$ cat config.mk
export PLATFORM = sky130hd
export DESIGN_NAME = rnd_lanes_pipe
export DESIGN_NICKNAME = d
export VERILOG_FILES = /design/src/rtl/rnd_lanes_pipe.sv
export SDC_FILE = /design/constraint.sdc
export NUM_CORES = 1
export LEC_CHECK = 0
export ABC_AREA = 1
export CORE_MARGIN = 2
export CORE_UTILIZATION = 38
export CTS_CLUSTER_DIAMETER = 50
export CTS_CLUSTER_SIZE = 20
export DETAILED_ROUTE_END_ITERATION = 6
export PLACE_DENSITY = 0.83
export SLEW_MARGIN = 20
export SYNTH_ARGS = -nofsm -noshare
export SYNTH_HDL_FRONTEND = slang
export SYNTH_SLANG_ARGS = --single-unit
$ cat constraint.sdc
create_clock -name i_clk -period 2.82 [get_ports i_clk]
set_input_delay 0.282 -clock i_clk [delete_from_list [all_inputs] [get_ports i_clk]]
set_output_delay 0.282 -clock i_clk [all_outputs]
set_load 0.01 [all_outputs]
$ cat src/rtl/rnd_lanes_pipe.sv
// Multi-lane two-stage mantissa rounder (RNE/RTZ/RNA/stochastic) with valid/ready and a saturating overflow counter.
// Stochastic mode 3 and its LFSR are built only when RND_STOCH_EN is defined; otherwise mode 3 rounds as RNE.
module rnd_lanes_pipe #(
  parameter int unsigned width_i   = 24,
  parameter int unsigned width_o   = 4,
  parameter int unsigned lanes     = 4,
  parameter int unsigned cnt_w     = 16,
  parameter logic [31:0] lfsr_seed = 32'hACE1_2468
) (
  input  logic                       i_clk,
  input  logic                       i_rst,
  input  logic                       i_valid,
  output logic                       o_ready,
  input  logic [lanes*width_i-1:0]   i_num,
  input  logic [1:0]                 i_mode,
  output logic                       o_valid,
  input  logic                       i_ready,
  output logic [lanes*width_o-1:0]   o_man,
  output logic [lanes-1:0]           o_ofl,
  input  logic                       i_clr,
  output logic [cnt_w-1:0]           o_ofl_cnt
);

  localparam int unsigned K  = width_i - width_o;
  localparam int unsigned PW = $clog2(lanes + 1);
  localparam int unsigned SW = cnt_w + PW + 1;
  localparam logic [SW-1:0] CNT_MAX = (SW'(1) << cnt_w) - SW'(1);

  typedef enum logic [1:0] {
    MODE_RNE = 2'd0,
    MODE_RTZ = 2'd1,
    MODE_RNA = 2'd2,
    MODE_STO = 2'd3
  } mode_e;

  logic                     s1_valid;
  logic [lanes*width_o-1:0] s1_t;
  logic [lanes-1:0]         s1_inc;
  logic [lanes-1:0]         inc_c;
  logic                     s1_load;
  logic                     s2_load;

  assign s2_load = !o_valid || i_ready;
  assign s1_load = !s1_valid || s2_load;
  assign o_ready = s1_load;

`ifdef RND_STOCH_EN
  logic [31:0]      lfsr;
  logic [lanes-1:0] sto_carry;
  logic [63:0]      rot_w;
  logic [31:0]      rot;
  logic [K:0]       dsum;

  // Galois form, taps 32,22,2,1; advances only on accepted beats
  always_ff @(posedge i_clk or posedge i_rst) begin
    if (i_rst) begin
      lfsr <= lfsr_seed;
    end else if (i_valid && s1_load) begin
      lfsr <= {1'b0, lfsr[31:1]} ^ (lfsr[0] ? 32'h8020_0003 : 32'h0000_0000);
    end
  end

  always_comb begin
    sto_carry = '0;
    rot_w     = '0;
    rot       = '0;
    dsum      = '0;
    for (int unsigned n = 0; n < lanes; n++) begin
      rot_w        = {lfsr, lfsr} << ((7 * n) % 32);
      rot          = rot_w[63:32];
      dsum         = {1'b0, i_num[n*width_i +: K]} + {1'b0, rot[K-1:0]};
      sto_carry[n] = dsum[K];
    end
  end
`endif

  logic [width_i-1:0] lane_num;
  logic               rnd_g;
  logic               rnd_s;
  logic               rnd_l;

  always_comb begin
    inc_c    = '0;
    lane_num = '0;
    rnd_g    = 1'b0;
    rnd_s    = 1'b0;
    rnd_l    = 1'b0;
    for (int unsigned n = 0; n < lanes; n++) begin
      lane_num = i_num[n*width_i +: width_i];
      rnd_g    = lane_num[K-1];
      rnd_s    = |lane_num[K-2:0];
      rnd_l    = lane_num[K];
      case (mode_e'(i_mode))
        MODE_RTZ: inc_c[n] = 1'b0;
        MODE_RNA: inc_c[n] = rnd_g;
`ifdef RND_STOCH_EN
        MODE_STO: inc_c[n] = sto_carry[n];
`endif
        default:  inc_c[n] = rnd_g & (rnd_l | rnd_s);
      endcase
    end
  end

  always_ff @(posedge i_clk or posedge i_rst) begin
    if (i_rst) begin
      s1_valid <= 1'b0;
      s1_t     <= '0;
      s1_inc   <= '0;
    end else if (s1_load) begin
      s1_valid <= i_valid;
      if (i_valid) begin
        for (int unsigned n = 0; n < lanes; n++) begin
          s1_t[n*width_o +: width_o] <= i_num[n*width_i + K +: width_o];
        end
        s1_inc <= inc_c;
      end
    end
  end

  logic [lanes*width_o-1:0] man_c;
  logic [lanes-1:0]         ofl_c;
  logic [width_o:0]         lane_sum;

  always_comb begin
    man_c    = '0;
    ofl_c    = '0;
    lane_sum = '0;
    for (int unsigned n = 0; n < lanes; n++) begin
      lane_sum = {1'b0, s1_t[n*width_o +: width_o]} + {{width_o{1'b0}}, s1_inc[n]};
      man_c[n*width_o +: width_o] = lane_sum[width_o-1:0];
      ofl_c[n] = lane_sum[width_o];
    end
  end

  always_ff @(posedge i_clk or posedge i_rst) begin
    if (i_rst) begin
      o_valid <= 1'b0;
      o_man   <= '0;
      o_ofl   <= '0;
    end else if (s2_load) begin
      o_valid <= s1_valid;
      if (s1_valid) begin
        o_man <= man_c;
        o_ofl <= ofl_c;
      end
    end
  end

  logic [PW-1:0]    pop;
  logic [SW-1:0]    cnt_base;
  logic [SW-1:0]    cnt_sum;
  logic [cnt_w-1:0] cnt_nxt;

  // clear coinciding with a handshake drops the old count but keeps this beat's overflows
  always_comb begin
    pop = '0;
    for (int unsigned n = 0; n < lanes; n++) begin
      pop = pop + PW'(o_ofl[n]);
    end
    cnt_base = i_clr ? '0 : SW'(o_ofl_cnt);
    cnt_sum  = cnt_base + SW'(pop);
    cnt_nxt  = (cnt_sum > CNT_MAX) ? CNT_MAX[cnt_w-1:0] : cnt_sum[cnt_w-1:0];
  end

  always_ff @(posedge i_clk or posedge i_rst) begin
    if (i_rst) begin
      o_ofl_cnt <= '0;
    end else if (o_valid && i_ready) begin
      o_ofl_cnt <= cnt_nxt;
    end else if (i_clr) begin
      o_ofl_cnt <= '0;
    end
  end

endmodule

==> impl_metrics.csv <==
group,metric,value,unit
run_status,outcome,"complete, no violations",
synth,synth_largest_area_cell,"sky130_fd_sc_hd__dfrtp_1",
synth,synthXorXnorAreaFrac,0.0301,
synth,synth_enable_flop_cells,0,
timing,fin_worst_hold_slack,445,ps
synth,synth_cell_type_count,25,
clock_network,path_clk_slew,80,ps
floorplan,chipWidth,95.8,µm
timing,finalHoldViolCount,0,
place,placement.io_buffers,140,
timing,worst_clock_skew,13.0,ps
setup_path,critical_path.reg2reg.endpoint,"o_ofl_cnt[8]",
synth,largest_family_of_logic_cells_by_synthesized_area,"simple AND/OR/NAND/NOR gates",
clock_network,cts_sinks,58,
synth,share_of_synthesized_area_spent_on_multiplexers,0,
timing,highest_clock_frequency_the_design_can_meet,376,MHz
route,routed_wirelength,9350,µm
synth,mappedNetlistNets,534,
synth,synth_top_area_share,0.453,
setup_path,cp.required,3050,ps
job,maxCapViolCount,0,
setup_path,worst_setup_path_endpoint,"o_ofl_cnt[8]",
floorplan,chipHeight,95.8,µm
setup_path,worstPathCellList,"fa_1 -> inv_1 -> fa_2 -> fa_2 -> inv_2 -> nand2_2 -> nor2_4 -> nand2_1 -> nor2_2 -> buf_4 -> nand2_1 -> xnor2_1 -> nand2_1",
timing,setup_viol_count_final,0,
clock_network,insertion_delay,350,ps
pwr,leakagePower,2.30,nW
route,met1Wirelength,3650,µm
final_layout,antenna_cells_inserted,0,
pwr,power_density,489,nW/µm²
global_route,grt_antenna_before_repair,0,
setup_path,crit_path_max_incr_delay,550,ps
synth,synth-warning-count,0,
setup_path,timing.critical_path.depth,13,
global_route,groute.usage.overall,0.208,
route,drt_first_iter_violations,132,
place,postPlaceCellArea,4740,µm²
route,via_per_inst,4.86,
synth,postSynth.topFlopCell,"sky130_fd_sc_hd__dfrtp_1",
setup_path,cpMaxStageDelayCell,"sky130_fd_sc_hd__fa_1",
synth,postSynthCellCount,418,
setup_path,crit_fanout,3,
floorplan,ioPinCount,141,
route,final_antenna_net_count,0,
synth,synth_seq_area_share,0.453,
floorplan,area_of_the_die,9180,µm²
setup_path,critical_path_arrival,2890,ps
global_route,number_of_global_route_vias_before_repair,3229,
timing,slew_headroom,0.502,
route,drtPass1Iterations,4,
hold_path,hp-class,"input port to async pin",
clock_network,cts-hold-fix-buffers,0,
synth,synth.most_common_cell,"sky130_fd_sc_hd__nand2_1",
clock_network,tritoncts_clock_tree,"yes",
synth,post_synthesis_share_of_cell_area_spent_on_and_or_nand_and_nor_gates,0.368,
floorplan,initial_utilization,0.392,
synth,syn-mean-instance-area,7.66,µm²
setup_path,timing.critical_path.to_type,"flop",
global_route,grt_max_degree,59,
route,vias,3315,
final_layout,final_cell_area,5000,µm²
route,wl_per_cell,13.7,µm
synth,synth_adder_area_share,0.0578,
synth,async_set_reset_flop_share_out_of_synthesis,1.00,
setup_path,worstPathBufferInverterCount,3,
pwr,peakVddDrop,0.260,mV
route,wl_met3,676,µm
route,topRoutingLayerUsed,"met4",
place,dpl.hpwl,7350,µm
setup_path,worst-setup-path-type,"flop to flop",
clock_network,clockBufferDepth,2,
setup_path,reg2reg_slack,160,ps
final_layout,final_core_utilization,0.611,
floorplan,placement_rows,33,
route,drc,0,
timing,final_max_slew_viol_count,0,
global_route,grt_overflow,0,
setup_path,critical_path.startpoint,"o_ofl[0]",
synth,synth.cell_area,3200,µm²
setup_path,timing.critical_path.mode_cell,"sky130_fd_sc_hd__nand2_1",
synth,synth.ff_latch_count,58,
route,route.met2.wl,4880,µm
timing,final_min_period_over_clock_period,0.943,
synth,post_synth_main_area_contributors,"sky130_fd_sc_hd__dfrtp_1, sky130_fd_sc_hd__nand2_1, sky130_fd_sc_hd__nor2_1, sky130_fd_sc_hd__nand3_1, sky130_fd_sc_hd__ha_1",
synth,compound_gate_portion_of_the_synthesized_area,0.0371,
global_route,grt_pass1_wl,14600,µm
final_layout,finalNetCount,688,
setup_path,worst_path_dominant_cell_family,"adder cells",
floorplan,core,8180,µm²
timing,tightest_slew,747,ps
synth,netlist_top_cells_count,"sky130_fd_sc_hd__nand2_1, sky130_fd_sc_hd__dfrtp_1, sky130_fd_sc_hd__nor2_1, sky130_fd_sc_hd__nand3_1, sky130_fd_sc_hd__inv_1",
setup_path,worstSetupStartpointType,"flop",
timing,fin_crit,2660,ps
clock_network,clock_tree.htree_level_count,3,
final_layout,syn_to_final_growth,56.1,%
clock_network,cts-buffers-inserted,9,
clock_network,clock-root-buffer,"sky130_fd_sc_hd__clkbuf_8",
setup_path,reg2reg_launch_point,"o_ofl[0]",
final_layout,drive_above_1_share,0.0867,
setup_path,r2r_cells,13,
place,globalplace.congestion,0.905,
-- worst min path at each step --
| stage | start | end | slack, ps | cells past startpoint |
|---|---|---|---|---|
| floorplan | i_num[70] | s1_t[10] | 390 | 2 |
| global placement | o_man[5] | o_man[5] | 470 | 2 |
| detailed placement | o_man[9] | o_man[9] | 470 | 2 |
| CTS | i_num[46] | s1_t[6] | 460 | 3 |
| global route | i_num[46] | s1_t[6] | 480 | 3 |
| finish | i_rst | o_man[6] | 450 | 3 |
-- kinds of logic after synthesis --
group,after synthesis
DFF,58
AOI/OAI and AO/OA,22
xor gates and xnor gates,11
buffers and inverters,40
adders and majority gates,13
and+or+nand+nor,274
-- per-layer routing --
layer,vias to the layer above,global-route usage
li1,1645,-
met1,1500,0.246
met2,154,0.367
met3,16,0.0478
met4,0,0.0750
met5,-,0
-- worst reg2reg max path, stage by stage, from the launching register on --
cell and delay, ps:
sky130_fd_sc_hd__dfrtp_1 420, sky130_fd_sc_hd__fa_1 550, sky130_fd_sc_hd__inv_1 60, sky130_fd_sc_hd__fa_2 350, sky130_fd_sc_hd__fa_2 360, sky130_fd_sc_hd__inv_2 70
sky130_fd_sc_hd__nand2_2 60, sky130_fd_sc_hd__nor2_4 100, sky130_fd_sc_hd__nand2_1 80, sky130_fd_sc_hd__nor2_2 130, sky130_fd_sc_hd__buf_4 130, sky130_fd_sc_hd__nand2_1 50
sky130_fd_sc_hd__xnor2_1 140, sky130_fd_sc_hd__nand2_1 60
-- placed cells by master (no fill, tap or decap) --
master,synthesis,routed
sky130_fd_sc_hd__a21oi_1,1,1
sky130_fd_sc_hd__a21oi_2,1,1
sky130_fd_sc_hd__buf_4,0,12
sky130_fd_sc_hd__bufinv_16,0,1
sky130_fd_sc_hd__clkbuf_1,6,1
sky130_fd_sc_hd__clkbuf_8,0,9
sky130_fd_sc_hd__clkdlybuf4s50_1,0,140
sky130_fd_sc_hd__clkinv_1,1,1
sky130_fd_sc_hd__clkinv_2,0,1
sky130_fd_sc_hd__clkinvlp_4,0,3
sky130_fd_sc_hd__dfrtp_1,58,58
sky130_fd_sc_hd__fa_1,3,1
sky130_fd_sc_hd__fa_2,0,2
sky130_fd_sc_hd__ha_1,10,10
sky130_fd_sc_hd__inv_1,27,25
sky130_fd_sc_hd__inv_2,2,4
sky130_fd_sc_hd__inv_6,0,1
sky130_fd_sc_hd__nand2_1,158,157
sky130_fd_sc_hd__nand2_2,2,3
sky130_fd_sc_hd__nand3_1,34,34
sky130_fd_sc_hd__nand3_2,5,4
sky130_fd_sc_hd__nand3_4,0,2
sky130_fd_sc_hd__nand4_1,10,10
sky130_fd_sc_hd__nor2_1,51,50
sky130_fd_sc_hd__nor2_2,3,3
sky130_fd_sc_hd__nor2_4,3,4
sky130_fd_sc_hd__nor3_1,4,4
sky130_fd_sc_hd__nor4_1,4,4
sky130_fd_sc_hd__o21ai_0,18,18
sky130_fd_sc_hd__o21bai_1,2,2
sky130_fd_sc_hd__xnor2_1,5,5
sky130_fd_sc_hd__xor2_1,6,6
-- layout make-up --
type	count	area, µm²
multi-input combinational	321	1620
clock inverter	6	66.3
fill	734	3180
timing repair buffer	152	1490
sequential	58	1450
inverter	30	113
clock buffer	10	128
tap	105	131
-- where the power goes --
part | internal [mW] | switching [mW]
registers | 0.960 | 0.0882
clock network | 0.409 | 0.350
logic | 0.364 | 0.274
total | 1.73 | 0.712
-- registers in the layout (all words and copies together) (netlist names) --
signal and flops:
s1_t 16, s1_valid 1, o_valid 1, o_ofl_cnt 16, s1_inc 4, o_ofl 4
o_man 16
-- stage by stage --
step	instances	worst slack, ps	TNS [ps]	power [mW]
final	682	160	0	2.45
after global routing	682	-77.9	-246	2.59
after CTS	679	26.2	0	2.48
after detailed placement	662	-72.0	-691	1.71
after global placement	662	40.4	0	1.69
after floorplan	418	122	0	1.31
-- repair_timing --
action                                  CTS  global route
gates cloned                              1             0
buffers inserted                          0             3
endpoints found under the setup margin   12            16
resized for setup                         4             4
pin swaps                                 3             5
Note: power is estimated with default switching activity, not from simulation.
